<file path="config.mk">
export PLATFORM = sky130hd
export DESIGN_NAME = dct_stream_core_flat
export DESIGN_NICKNAME = d
export VERILOG_FILES = /design/src/rtl/dct_pkg.sv /design/src/rtl/dct_stream_core_if.sv /design/src/rtl/dct_coef_rom.sv /design/src/rtl/dct_stream_core.sv /design/src/flat_wrapper.sv
export SDC_FILE = /design/constraint.sdc
export NUM_CORES = 1
export LEC_CHECK = 0
export ABC_AREA = 1
export BUFFER_PORTS_ARGS = -buffer_cell sky130_fd_sc_hd__buf_2
export CELL_PAD_IN_SITES_DETAIL_PLACEMENT = 1
export CELL_PAD_IN_SITES_GLOBAL_PLACEMENT = 2
export CORE_AREA = 3 3 183 185
export CTS_CLUSTER_DIAMETER = 60
export CTS_CLUSTER_SIZE = 40
export DETAILED_ROUTE_END_ITERATION = 7
export DIE_AREA = 0 0 186 188
export GPL_TIMING_DRIVEN = 0
export PLACE_DENSITY_LB_ADDON = 0.1
export REMOVE_ABC_BUFFERS = 1
export SLEW_MARGIN = 0
export SYNTH_ARGS = -nofsm -noshare
export SYNTH_HDL_FRONTEND = slang
export SYNTH_SLANG_ARGS = --single-unit
</file>
<file path="constraint.sdc">
create_clock -name clk -period 10.52 [get_ports clk]
set_input_delay 2.104 -clock clk [delete_from_list [all_inputs] [get_ports clk]]
set_output_delay 2.104 -clock clk [all_outputs]
set_load 0.005 [all_outputs]
</file>
<file path="src/rtl/dct_pkg.sv">
`default_nettype none
// ============================================================================
// Package : dct_pkg
// Brief   : Shared FSM encoding, Q1.14 constants and the 8-point DCT-II table.
// Rev     : 1.0  initial release
// ============================================================================
package dct_pkg;

    typedef enum logic [1:0] {
        S_IDLE  = 2'd0,
        S_FETCH = 2'd1,
        S_MAC   = 2'd2,
        S_OUT   = 2'd3
    } state_t;

    localparam int COEF_FRAC = 14;
    localparam int COEF_ONE  = 1 << COEF_FRAC;

    // Row k holds round(2^14 * a_k * cos((2n+1)k*pi/16)) for n = 0..7.
    localparam logic signed [15:0] COEF_TABLE [64] = '{
         16'sd5793,  16'sd5793,  16'sd5793,  16'sd5793,  16'sd5793,  16'sd5793,  16'sd5793,  16'sd5793,
         16'sd8035,  16'sd6811,  16'sd4551,  16'sd1598, -16'sd1598, -16'sd4551, -16'sd6811, -16'sd8035,
         16'sd7568,  16'sd3135, -16'sd3135, -16'sd7568, -16'sd7568, -16'sd3135,  16'sd3135,  16'sd7568,
         16'sd6811, -16'sd1598, -16'sd8035, -16'sd4551,  16'sd4551,  16'sd8035,  16'sd1598, -16'sd6811,
         16'sd5793, -16'sd5793, -16'sd5793,  16'sd5793,  16'sd5793, -16'sd5793, -16'sd5793,  16'sd5793,
         16'sd4551, -16'sd8035,  16'sd1598,  16'sd6811, -16'sd6811, -16'sd1598,  16'sd8035, -16'sd4551,
         16'sd3135, -16'sd7568,  16'sd7568, -16'sd3135, -16'sd3135,  16'sd7568, -16'sd7568,  16'sd3135,
         16'sd1598, -16'sd4551,  16'sd6811, -16'sd8035,  16'sd8035, -16'sd6811,  16'sd4551, -16'sd1598
    };

    // Returns {found, index} of the lowest set mask bit at or above i_from.
    function automatic logic [3:0] first_set_from(input logic [7:0] i_mask, input logic [3:0] i_from);
        logic [3:0] w_hit;
        w_hit = 4'd0;
        for (int i = 7; i >= 0; i--) begin
            if (i_mask[i] && (i >= int'(i_from))) begin
                w_hit = {1'b1, 3'(i)};
            end
        end
        return w_hit;
    endfunction

endpackage
`default_nettype wire

</file>
<file path="src/rtl/dct_stream_core_if.sv">
`default_nettype none
// ============================================================================
// Interface : dct_stream_core_if
// Brief     : Input vector and output coefficient handshake bundle.
// Rev       : 1.0  initial release
// ============================================================================
interface dct_stream_core_if #(
    parameter int N  = 8,
    parameter int DW = 8,
    parameter int OW = 19
);
    logic                 in_valid;
    logic                 in_ready;
    logic [N*DW-1:0]      in_data;
    logic [N-1:0]         coef_mask;
    logic                 out_valid;
    logic                 out_ready;
    logic signed [OW-1:0] out_data;
    logic [2:0]           out_idx;
    logic                 out_last;

    modport slave (
        input  in_valid, in_data, coef_mask, out_ready,
        output in_ready, out_valid, out_data, out_idx, out_last
    );

    modport master (
        output in_valid, in_data, coef_mask, out_ready,
        input  in_ready, out_valid, out_data, out_idx, out_last
    );
endinterface
`default_nettype wire

</file>
<file path="src/rtl/dct_coef_rom.sv">
`default_nettype none
// ============================================================================
// Module : dct_coef_rom
// Brief  : Registered coefficient lookup addressed by {k, n}.
// Rev    : 1.0  initial release
// ============================================================================
module dct_coef_rom
    import dct_pkg::*;
#(
    parameter int CW = 16
) (
    input  wire                  clk,
    input  wire                  rst,
    input  wire [5:0]            i_addr,
    output logic signed [CW-1:0] o_coef
);

    logic signed [CW-1:0] r_coef;

    always_ff @(posedge clk or posedge rst) begin
        if (rst) begin
            r_coef <= '0;
        end else begin
            r_coef <= CW'(COEF_TABLE[i_addr]);
        end
    end

    assign o_coef = r_coef;

endmodule
`default_nettype wire

</file>
<file path="src/rtl/dct_stream_core.sv">
`default_nettype none
// ============================================================================
// Module : dct_stream_core
// Brief  : Serial 8-point DCT-II, one MAC per cycle, emits requested X[k].
// Rev    : 1.0  initial release
// ============================================================================
module dct_stream_core
    import dct_pkg::*;
#(
    parameter int N    = 8,
    parameter int DW   = 8,
    parameter int CW   = 16,
    parameter int FRAC = 14,
    parameter int OW   = 19
) (
    input  wire              clk,
    input  wire              rst,
    dct_stream_core_if.slave bus
);

    localparam int c_prod_w = DW + CW;
    localparam int c_acc_w  = DW + CW + 3;
    localparam logic signed [c_acc_w-1:0] c_round   = c_acc_w'(64'sd1 <<< (FRAC - 1));
    localparam logic signed [c_acc_w-1:0] c_out_max = c_acc_w'((64'sd1 <<< (OW - 1)) - 64'sd1);
    localparam logic signed [c_acc_w-1:0] c_out_min = c_acc_w'(-(64'sd1 <<< (OW - 1)));

    state_t                r_state;
    state_t                w_state_nxt;
    logic [N*DW-1:0]       r_data;
    logic [N-1:0]          r_mask;
    logic [2:0]            r_k;
    logic [2:0]            r_n;
    logic signed [c_acc_w-1:0] r_acc;
    logic signed [OW-1:0]  r_out_data;
    logic [2:0]            r_out_idx;
    logic                  r_out_last;

    logic                  w_accept;
    logic                  w_out_hs;
    logic                  w_mac_done;
    logic [3:0]            w_first;
    logic [3:0]            w_next;
    logic [5:0]            w_rom_addr;
    logic signed [CW-1:0]  w_coef;
    logic signed [DW-1:0]  w_x_n;
    logic signed [c_prod_w-1:0] w_prod;
    logic signed [c_acc_w-1:0]  w_acc_nxt;
    logic signed [c_acc_w-1:0]  w_shift;
    logic signed [OW-1:0]  w_sat;

    assign w_accept   = bus.in_valid && (r_state == S_IDLE);
    assign w_out_hs   = (r_state == S_OUT) && bus.out_ready;
    assign w_mac_done = (r_state == S_MAC) && (r_n == 3'(N - 1));
    assign w_first    = first_set_from(bus.coef_mask, 4'd0);
    assign w_next     = first_set_from(r_mask, {1'b0, r_k} + 4'd1);

    // During MAC the ROM is always one tap ahead of the multiplier.
    assign w_rom_addr = (r_state == S_MAC) ? {r_k, 3'(r_n + 3'd1)} : {r_k, 3'd0};

    dct_coef_rom #(
        .CW (CW)
    ) u_rom (
        .clk    (clk),
        .rst    (rst),
        .i_addr (w_rom_addr),
        .o_coef (w_coef)
    );

    assign w_x_n     = $signed(r_data[int'(r_n)*DW +: DW]);
    assign w_prod    = c_prod_w'(w_x_n) * c_prod_w'(w_coef);
    assign w_acc_nxt = r_acc + c_acc_w'(w_prod);
    assign w_shift   = (w_acc_nxt + c_round) >>> FRAC;

    always_comb begin
        w_sat = OW'(w_shift);
        if (w_shift > c_out_max) begin
            w_sat = OW'(c_out_max);
        end else if (w_shift < c_out_min) begin
            w_sat = OW'(c_out_min);
        end
    end

    always_ff @(posedge clk or posedge rst) begin
        if (rst) begin
            r_state <= S_IDLE;
        end else begin
            r_state <= w_state_nxt;
        end
    end

    always_comb begin
        w_state_nxt = r_state;
        case (r_state)
            S_IDLE:  if (w_accept && w_first[3]) w_state_nxt = S_FETCH;
            S_FETCH: w_state_nxt = S_MAC;
            S_MAC:   if (w_mac_done) w_state_nxt = S_OUT;
            S_OUT:   if (w_out_hs) w_state_nxt = r_out_last ? S_IDLE : S_FETCH;
            default: w_state_nxt = S_IDLE;
        endcase
    end

    always_ff @(posedge clk or posedge rst) begin
        if (rst) begin
            r_data     <= '0;
            r_mask     <= '0;
            r_k        <= 3'd0;
            r_n        <= 3'd0;
            r_acc      <= '0;
            r_out_data <= '0;
            r_out_idx  <= 3'd0;
            r_out_last <= 1'b0;
        end else begin
            case (r_state)
                S_IDLE: begin
                    if (w_accept) begin
                        r_data <= bus.in_data;
                        r_mask <= bus.coef_mask;
                        r_k    <= w_first[2:0];
                    end
                end
                S_FETCH: begin
                    r_acc <= '0;
                    r_n   <= 3'd0;
                end
                S_MAC: begin
                    r_acc <= w_acc_nxt;
                    r_n   <= 3'(r_n + 3'd1);
                    if (w_mac_done) begin
                        r_out_data <= w_sat;
                        r_out_idx  <= r_k;
                        r_out_last <= ~w_next[3];
                    end
                end
                S_OUT: begin
                    if (w_out_hs) begin
                        r_k <= w_next[2:0];
                    end
                end
                default: ;
            endcase
        end
    end

    assign bus.in_ready  = (r_state == S_IDLE);
    assign bus.out_valid = (r_state == S_OUT);
    assign bus.out_data  = r_out_data;
    assign bus.out_idx   = r_out_idx;
    assign bus.out_last  = r_out_last;

endmodule
`default_nettype wire

</file>
<file path="src/flat_wrapper.sv">
// flat-port wrapper written by rule: the top's interface ports become plain ports
module dct_stream_core_flat import dct_pkg::*;
#(
    parameter int N    = 8,
    parameter int DW   = 8,
    parameter int CW   = 16,
    parameter int FRAC = 14,
    parameter int OW   = 19
)
  (clk, rst, bus_in_valid, bus_in_data, bus_coef_mask, bus_out_ready, bus_in_ready, bus_out_valid, bus_out_data, bus_out_idx, bus_out_last);
  dct_stream_core_if #(.N(N), .DW(DW), .OW(OW)) bus_i ();
  input  wire clk;
  input  wire rst;
  input wire logic [$bits(bus_i.in_valid)-1:0] bus_in_valid;
  input wire logic [$bits(bus_i.in_data)-1:0] bus_in_data;
  input wire logic [$bits(bus_i.coef_mask)-1:0] bus_coef_mask;
  input wire logic [$bits(bus_i.out_ready)-1:0] bus_out_ready;
  output wire logic [$bits(bus_i.in_ready)-1:0] bus_in_ready;
  output wire logic [$bits(bus_i.out_valid)-1:0] bus_out_valid;
  output wire logic [$bits(bus_i.out_data)-1:0] bus_out_data;
  output wire logic [$bits(bus_i.out_idx)-1:0] bus_out_idx;
  output wire logic [$bits(bus_i.out_last)-1:0] bus_out_last;
  assign bus_i.in_valid = bus_in_valid;
  assign bus_i.in_data = bus_in_data;
  assign bus_i.coef_mask = bus_coef_mask;
  assign bus_i.out_ready = bus_out_ready;
  assign bus_in_ready = bus_i.in_ready;
  assign bus_out_valid = bus_i.out_valid;
  assign bus_out_data = bus_i.out_data;
  assign bus_out_idx = bus_i.out_idx;
  assign bus_out_last = bus_i.out_last;
  dct_stream_core #(.N(N), .DW(DW), .CW(CW), .FRAC(FRAC), .OW(OW)) u_core (.clk(clk), .rst(rst), .bus(bus_i));
endmodule
</file>
==> results of run 1 <==
-- through the flow --
stage	hold slack, ns	setup slack [ns]
after global routing	0.509	1.42
after detailed placement	0.461	1.52
after global placement	0.461	1.68
final	0.481	2.24
after floorplan	0.447	3.85
after CTS	0.488	1.49
-- worst max-delay path, delay by kind of cell, from the launching register on --
family,cells,cell delay [ns]
compound gates,2,0.57
fa+ha+maj,6,3.16
buf+inv,4,1.28
flops,1,0.86
simple gates,16,2.26
-- Yosys cell counts (8+ instances only) --
library cell,n,area (sq um)
nand2_1,311,1170
nor2_2,9,56.3
nor2_1,182,683
o21ai_0,107,536
mux2_2,56,631
ha_1,79,988
clkbuf_1,32,120
nand2_2,20,125
buf_1,8,30.0
o221ai_1,13,114
fa_1,134,2680
nor2_4,8,90.1
a21oi_1,51,255
nand3_1,50,250
inv_2,12,45.0
dfrtp_1,139,3480
nand4_1,14,87.6
inv_1,277,1040
o22ai_1,12,75.1
-- worst paths after layout --
kind / endpoint / depth (start not counted) / from
worst min-delay path: u_core.bus.out_data[8] / 2 / u_core.bus.out_data[8]
max in group asynchronous: u_core.r_n[0] / 3 / rst
worst max register to register: u_core.bus.out_data[18] / 28 / u_core.r_n[0]
worst min register to register: u_core.bus.out_data[8] / 2 / u_core.bus.out_data[8]
min in group asynchronous: u_core.r_data[33] / 2 / rst
worst max-delay path: u_core.bus.out_data[18] / 28 / u_core.r_n[0]
-- layer usage --
layer  global-route usage  vias up  wire, microns
met1                0.308     5285          17400
met4               0.0516        0            588
met3               0.0308       34           1050
met2                0.381      155          18500
met5                    0        -              0
li1                     -     5116              -
-- logic make-up (layout without fill, tap and decap cells) --
logic type,count (synthesis),count (layout),synth area share
simple gates,618,618,0.204
buf+inv,341,426,0.0996
compound gates,217,217,0.0956
fa+ha+maj,213,213,0.280
flops,139,139,0.266
mux,56,56,0.0482
xor+xnor,9,9,0.00659
-- flip-flops by register name (all words and copies together) (netlist names), 3 cells and up --
name,flops
u_core.r_n,3
u_core.bus.out_idx,3
u_core.bus.out_data,14
u_core.r_k,3
u_core.u_rom.o_coef,14
u_core.r_acc,27
u_core.r_mask,8
u_core.r_data,64
-- placed cells by master (no fill, tap or decap), types with 3 or more instances in the layout --
cell | synthesis | final
a21oi_1 | 51 | 51
a31oi_1 | 4 | 4
a32oi_1 | 3 | 3
buf_2 | 4 | 100
clkbuf_16 | 0 | 17
clkinv_1 | 3 | 3
clkinv_4 | 0 | 4
clkinvlp_4 | 0 | 3
dfrtp_1 | 139 | 138
fa_1 | 134 | 134
ha_1 | 79 | 79
inv_1 | 277 | 276
inv_2 | 12 | 12
inv_6 | 0 | 5
mux2_2 | 56 | 56
nand2_1 | 311 | 310
nand2_2 | 20 | 20
nand2_4 | 4 | 5
nand3_1 | 50 | 50
nand3_2 | 4 | 4
nand4_1 | 14 | 14
nor2_1 | 182 | 180
nor2_2 | 9 | 11
nor2_4 | 8 | 8
o211ai_1 | 5 | 5
o21ai_0 | 107 | 107
o21ai_1 | 4 | 4
o221ai_1 | 13 | 13
o22ai_1 | 12 | 12
or2_2 | 5 | 5
xnor2_1 | 4 | 4
xor2_1 | 4 | 4
-- cell type report --
| type | count | area share |
|---|---|---|
| sequential | 139 | 0.239 |
| clock inverter | 14 | 0.00955 |
| tap | 408 | 0.0351 |
| multi-input combinational | 1113 | 0.572 |
| clock buffer | 17 | 0.0292 |
| inverter | 292 | 0.0757 |
| timing repair buffer | 103 | 0.0392 |
==> impl_metrics.toml, run 1 <==
[routing]
remaining_drc_errors = 0
detailroute.via_count = 10590
drt_first_iter_violations = 393
ant_nets = 0
avgRoutedWirePerCell_microns = 18.0
firstDrtPassIters = 4
wl_microns = 37600
via_per_instance_ratio = 5.08

[job]
maxCapViolCount = 0

[clock_network]
cts.sinks = 139
cts.repair_timing.setup_buffer_count = 0
cts-buffers-inserted = 17
clock_latency_ns = 0.45
clock_path_buffers = 2
tritoncts_clock_tree = "yes"
post_cts_resize_count = 0
ctsRootBufferMaster = "clkbuf_16"
ctsHtreeMaxLevel = 4
cts.clk_slew.worst_paths_ns = 0.07
cts_hold_buf = 0

[cells_and_area]
flow.area_growth_from_synthesis_pct = 11.1
post-route-cell-area_sq_um = 14500
finalNetCount = 1955
layout-drive-gt1-share = 0.160
post-route-util = 0.452
layout.cells.non_filler = 2086
nFillCells = 3927
num_antenna_cells = 0
regArea_sq_um = 3480
multiInputGateArea_sq_um = 8320

[timing]
report.final.hold_viol_count = 0
worst_slew_margin_rel = 0.253
fin_worst_skew_ns = 0.0110
final.setup.tns_ns = 0
final_cycle_utilization_of_the_critical_path = 0.787
finalCriticalPeriod_ns = 8.28
timing.final.setup_violations = 0
setup_repair_after_global_routing_missed_its_margin = "false"
timing.fmax_mhz = 121
slew_viols_final = 0
worst_pin_slew_ns = 1.12

[setup_path]
slowest_delay_ns = 0.90
setup.worst_path.start_class = "flip-flop"
critical_path_peak_fanout = 41
worstPathRequired_ns = 10.85
endpoint_kind = "flip-flop"
timing.critical_path.slowest_stage_cell = "clkinv_1"
worst_ep_arrival_time_ns = 8.61
r2r_slack_ns = 2.24
critical_path_class = "reg2reg"
crit_top_cell = "nand2_1"

[placed_design]
post-dp-hpwl_microns = 29500
place_inst = 2055
placed_cell_area_sq_um = 14000
finalWeightedCongestion = 0.829
io_buffer_count = 100

[global_route]
grt_max_degree = 91
first_global_vias = 11598
initial_antenna_violation_count = 0
gr-total-overflow = 0
grt_first_pass_wirelength_microns = 61800
grtUsageTotal = 0.225

[die]
top_level_ports = 101
dieArea_sq_um = 35000
std_cell_rows = 66
die_y_microns = 188
initial_utilization = 0.407
floorplan.core_area_sq_um = 32200
chipWidth_microns = 186

[synth]
yosysSeqAreaShare = 0.266
synthFlopType = "dfrtp_1"
synth.lib_cells_used.distinct = 53
postSynthAreaPerCell_sq_um = 8.22
asyncSetResetFlopFracSynth = 1.00
synth_edf_count = 0
yosys_warnings = 0
netlist_instances = 1593
synth-seq-cells = 139
post_synth_instance_area_sq_um = 13100

[hold_path]
hold_class = "reg2reg"

[status]
outcome = "finished clean"
Power of run 1 is not shown: default switching activity piles up to over one toggle a cycle in this logic, so the estimate is an artifact.
==> inputs of run 2 (changes only) <==
Settings changed: CORE_AREA 3 3 183 185 to 3 3 190 192, DIE_AREA 0 0 186 188 to 0 0 193 195.
Clock period 10.52 ns to 8.6 ns, I/O delays scaled along.
==> run 2 against run 1 <==
Critical path depth did not move. Design area rose by 0.32%. Setup slack got worse by 1.4 ns. Flip-flop and latch count did not move.
==> impl_metrics.toml, run 2 (synthesis results as in run 1) <==
[clock_network]
clock_path_buffers = 2
clock_latency_ns = 0.45
ctsHtreeMaxLevel = 4
ctsRootBufferMaster = "clkbuf_16"
cts.clk_slew.worst_paths_ns = 0.07
tritoncts_clock_tree = "yes"
cts.sinks = 139
cts_hold_buf = 0
cts-buffers-inserted = 17

[timing]
final.hold.worst_slack_ns = 0.480
fin_worst_skew_ns = 0.0109
worst_pin_slew_ns = 1.05
finalCriticalPeriod_ns = 7.78
timing.final.setup_violations = 0
setup_repair_after_global_routing_missed_its_margin = "false"
final_cycle_utilization_of_the_critical_path = 0.904
report.final.hold_viol_count = 0
slew_viols_final = 0
worst_slew_margin_rel = 0.297
timing.fmax_mhz = 129

[routing]
via_per_instance_ratio = 4.99
detailroute.via_count = 10640
ant_nets = 0
firstDrtPassIters = 4
wl_microns = 37800
remaining_drc_errors = 0
avgRoutedWirePerCell_microns = 17.7
drt_first_iter_violations = 441

[setup_path]
crit_end = "u_core.bus.out_data[9]"
crit_top_cell = "nand2_1"
r2r_cells = 28
critical_path_class = "reg2reg"
timing.critical_path.slowest_stage_cell = "dfrtp_2"
r2r-start = "u_core.r_n[0]"
worstPathRequired_ns = 8.98
r2r_slack_ns = 0.82
critical_path_source = "u_core.r_n[0]"
worst_ep_arrival_time_ns = 8.16
critical_path.reg2reg.endpoint = "u_core.bus.out_data[9]"
critical_path_peak_fanout = 41
slowest_delay_ns = 0.85
endpoint_kind = "flip-flop"
setup.worst_path.start_class = "flip-flop"

[global_route]
grt_max_degree = 90
gr-total-overflow = 0
initial_antenna_violation_count = 1
first_global_vias = 11554
grt_first_pass_wirelength_microns = 61800
grtUsageTotal = 0.209

[cells_and_area]
layout_common_cells = "310 x nand2_1, 276 x inv_1, 180 x nor2_1"
mostFrequentLayoutCell = "nand2_1"
top_register = "u_core.r_data"
biggestRegsByFlops = "u_core.r_data x64, u_core.r_acc x27"
layout-drive-gt1-share = 0.160
finalNetCount = 1955
max_reg_flops = 64
post-route-cell-area_sq_um = 14600
post-route-util = 0.423
flow.area_growth_from_synthesis_pct = 11.5

[die]
std_cell_rows = 68
chipWidth_microns = 193
initial_utilization = 0.379
die_y_microns = 195
top_level_ports = 101
dieArea_sq_um = 37600
floorplan.core_area_sq_um = 34500

[placed_design]
finalWeightedCongestion = 0.848
post-dp-hpwl_microns = 29700
io_buffer_count = 100
placed_cell_area_sq_um = 14000

[hold_path]
hold_class = "reg2reg"

[job]
maxCapViolCount = 0

[status]
outcome = "finished clean"
## run 2: cell types whose count changed in the layout (fill, tap and decap cells not counted), sizes merged
cell      before  now
inv          294  293
clkbuf        17   18
diode          0    1
clkinvlp       3    4
clkinv         8    7
## run 2: layer usage
metal | vias to the layer above | global-route usage | share of wire
li1 | 5122 | - | -
met1 | 5372 | 0.287 | 0.47
met2 | 126 | 0.355 | 0.50
met3 | 20 | 0.0287 | 0.030
met4 | 0 | 0.0421 | 0.0083
met5 | - | 0 | 0
## run 2: worst max-delay path, delay by kind of cell, from the launching register on
family | cells | cell delay [ns]
adder cells (fa/ha/maj) | 7 | 3.15
XOR/XNOR | 1 | 0.45
flip-flops | 1 | 0.85
AND/OR/NAND/NOR | 12 | 1.56
AO/OA/AOI/OAI | 3 | 0.71
buffers and inverters | 5 | 0.94
## run 2: repair_timing
item,in CTS,in global routing
resized for setup,1,0
setup buffers,0,0
setup endpoints to repair,13,0
## run 2: per-stage QoR
| stage | setup slack (ns) | instances | setup TNS (ns) |
|---|---|---|---|
| 2_1_floorplan | 1.93 | 1544 | 0 |
| 3_3_place_gp | -0.270 | 2099 | -1.75 |
| 3_5_place_dp | -0.419 | 2102 | -3.30 |
| 4_1_cts | 0.0214 | 2133 | 0 |
| 5_1_grt | 0.0689 | 2134 | 0 |
| 6_report | 0.823 | 2134 | 0 |
## run 2: layout make-up
type | count | area [sq um]
diodes | 1 | 2.50
multi-input cells | 1113 | 8320
well taps | 455 | 569
clock inverters | 13 | 119
repair buffers | 103 | 571
clock buffers | 18 | 429
inverters | 292 | 1100
fillers | 4219 | 19900
flip-flops and latches | 139 | 3480
## run 2: how the worst min path moves through the flow
| stage | start | to | slack [ns] | cells past startpoint |
|---|---|---|---|---|
| 6_report | u_core.bus.out_data[7] | u_core.bus.out_data[7] | 0.48 | 2 |
| 5_1_grt | u_core.bus.out_data[9] | u_core.bus.out_data[9] | 0.50 | 2 |
| 4_1_cts | u_core.bus.out_data[9] | u_core.bus.out_data[9] | 0.49 | 2 |
| 3_5_place_dp | u_core.bus.out_data[8] | u_core.bus.out_data[8] | 0.46 | 2 |
| 3_3_place_gp | u_core.bus.out_data[11] | u_core.bus.out_data[11] | 0.46 | 2 |
| 2_1_floorplan | u_core.r_mask[6] | u_core.r_mask[6] | 0.45 | 2 |
Power of run 2 is left out for the same reason.
==> inputs of run 3 (changes only) <==
Settings changed: ABC_AREA 1 to default, CORE_AREA 3 3 190 192 to 3 3 181 183, DIE_AREA 0 0 193 195 to 0 0 184 186.
==> run 3 against run 2 <==
Area after synthesis is 4.4% lower. Non-clock buffer count grew 6. Flip-flop and latch count did not move. Die area decreased by 9.1%. Utilization grew 2.6 points. Setup slack lost 0.30 ns.
==> impl_metrics.toml, run 3 <==
[status]
outcome = "finished clean"

[global_route]
initial_antenna_violation_count = 4
grt_first_pass_wirelength_microns = 54600
grt_max_degree = 86
grtUsageTotal = 0.204
gr-total-overflow = 0
first_global_vias = 9966

[synth]
asyncSetResetFlopFracSynth = 1.00
synth.most_common_cell = "inv_1"
netlist.top_cell.by_area = "dfrtp_1"
synth.lib_cells_used.distinct = 73
synthDominantCellAreaShare = 0.278
post_synth_instance_area_sq_um = 12500
yosysSeqAreaShare = 0.278
ys_top_cells_by_count = "149 x inv_1, 139 x dfrtp_1, 134 x fa_1, 113 x nand2_1, 79 x ha_1"
postSynthAreaPerCell_sq_um = 10.2
synthFlopType = "dfrtp_1"
post_synth_main_area_contributors = "dfrtp_1 28%, fa_1 21%, ha_1 7.9%"
yosys_warnings = 0
netlist_instances = 1231
synth-seq-cells = 139
synth_edf_count = 0

[setup_path]
r2r-start = "u_core.r_n[0]"
critical_path_peak_fanout = 14
setup.worst_path.start_class = "flip-flop"
r2r_slack_ns = 0.53
worstPathRequired_ns = 8.87
endpoint_kind = "flip-flop"
critical_path.reg2reg.endpoint = "u_core.bus.out_data[18]"
crit_end = "u_core.bus.out_data[18]"
r2r_cells = 21
worst_ep_arrival_time_ns = 8.35
critical_path_class = "reg2reg"
critical_path_source = "u_core.r_n[0]"

[routing]
avgRoutedWirePerCell_microns = 19.7
ant_nets = 0
detailroute.via_count = 9081
firstDrtPassIters = 5
wl_microns = 33800
via_per_instance_ratio = 5.28
drt_first_iter_violations = 472
remaining_drc_errors = 0

[clock_network]
clock_path_buffers = 2
cts.clk_slew.worst_paths_ns = 0.08
cts.sinks = 139
ctsRootBufferMaster = "clkbuf_16"
cts-buffers-inserted = 17
tritoncts_clock_tree = "yes"
cts_hold_buf = 0
ctsHtreeMaxLevel = 4
clock_latency_ns = 0.44

[timing]
setup_repair_after_global_routing_missed_its_margin = "false"
report.final.hold_viol_count = 0
final.hold.worst_slack_ns = 0.482
finalCriticalPeriod_ns = 8.07
worst_slew_margin_rel = 0.200
worst_pin_slew_ns = 1.20
slew_viols_final = 0
fin_worst_skew_ns = 0.0156
final_cycle_utilization_of_the_critical_path = 0.939
timing.final.setup_violations = 0
timing.fmax_mhz = 124

[die]
floorplan.core_area_sq_um = 31400
die_y_microns = 186
chipWidth_microns = 184
dieArea_sq_um = 34200
top_level_ports = 101
initial_utilization = 0.399
std_cell_rows = 65

[cells_and_area]
flow.area_growth_from_synthesis_pct = 12.3
layout_common_cells = "148 x inv_1, 137 x dfrtp_1, 134 x fa_1"
biggestRegsByFlops = "u_core.r_data x64, u_core.r_acc x27"
top_register = "u_core.r_data"
mostFrequentLayoutCell = "inv_1"
max_reg_flops = 64
layout-drive-gt1-share = 0.202
finalNetCount = 1591

[placed_design]
finalWeightedCongestion = 0.799
post-dp-hpwl_microns = 25900
io_buffer_count = 100

[job]
maxCapViolCount = 0

[hold_path]
hold_class = "reg2reg"
[run 3: worst min path at each step]
stage	startpoint	endpoint	cells past startpoint
6_report	u_core.bus.out_data[4]	u_core.bus.out_data[4]	2
3_5_place_dp	u_core.bus.out_data[4]	u_core.bus.out_data[4]	2
2_1_floorplan	u_core.r_mask[6]	u_core.r_mask[6]	2
4_1_cts	u_core.bus.out_data[4]	u_core.bus.out_data[4]	2
3_3_place_gp	u_core.bus.out_idx[1]	u_core.bus.out_idx[1]	2
5_1_grt	u_core.r_mask[6]	u_core.r_mask[6]	2
[run 3: final cells by class]
class	instances	area, sq um
Inverter	150	568
Multi-Input combinational cell	885	8270
Tap cell	402	503
Sequential cell	139	3480
Clock buffer	17	425
Antenna cell	2	5.00
Fill cell	3492	17300
Clock inverter	15	169
Timing Repair Buffer	109	638
[run 3: cells by family (layout without fill, tap and decap cells)]
kind of cell / after synthesis / after routing / synth area share
xor+xnor: 32 / 32 / 0.0224
compound gates: 212 / 212 / 0.109
flops: 139 / 139 / 0.278
mux: 101 / 101 / 0.104
other cells: 0 / 2 / 0
buf+inv: 207 / 291 / 0.0641
fa+ha+maj: 213 / 213 / 0.293
simple gates: 327 / 327 / 0.129
[run 3: timing repair]
| item | 4_1_cts | 5_1_grt |
|---|---|---|
| endpoints found under the setup margin | 2 | 5 |
| resized for setup | 1 | 2 |
| buffers inserted | 0 | 1 |
| pin swaps | 0 | 0 |
[run 3: per-layer routing]
metal  GRT usage  up-vias  routed length [microns]  share of wire
li1            -     4259                        -              -
met1       0.282     4665                    16000           0.47
met2       0.340      118                    16200           0.48
met3      0.0356       33                     1060          0.031
met4      0.0441        6                      463          0.014
met5           0        -                       23        0.00068
[run 3: worst max-delay path, cell delays in order (launching register included)]
cell and delay, ns:
dfrtp_4 0.61, buf_8 0.21, mux4_2 0.33, mux2_2 0.40, and2_1 0.77, inv_1 0.16
fa_1 0.54, inv_1 0.06, fa_1 0.52, fa_1 0.44, fa_1 0.49, ha_1 0.31
ha_1 0.46, nand2_1 0.12, o21ai_1 0.39, or2_2 0.19, o221ai_1 0.24, a2111oi_0 0.40
nand4_1 0.28, or3_1 0.43, nor4_1 0.43, o31ai_1 0.13
[run 3: through the flow]
step / instance area, sq um / setup WS, ns / cells / util / setup TNS (ns)
floorplan: 12300 / 1.02 / 1174 / - / 0
global placement: 13300 / -0.716 / 1676 / 0.423 / -4.46
detailed placement: 13400 / -0.147 / 1684 / 0.428 / -0.292
CTS: 14000 / 0.241 / 1716 / 0.447 / 0
global route: 14100 / 0.0196 / 1718 / 0.448 / 0
finish: 14100 / 0.525 / 1719 / 0.448 / 0
Power of run 3 is left out for the same reason.
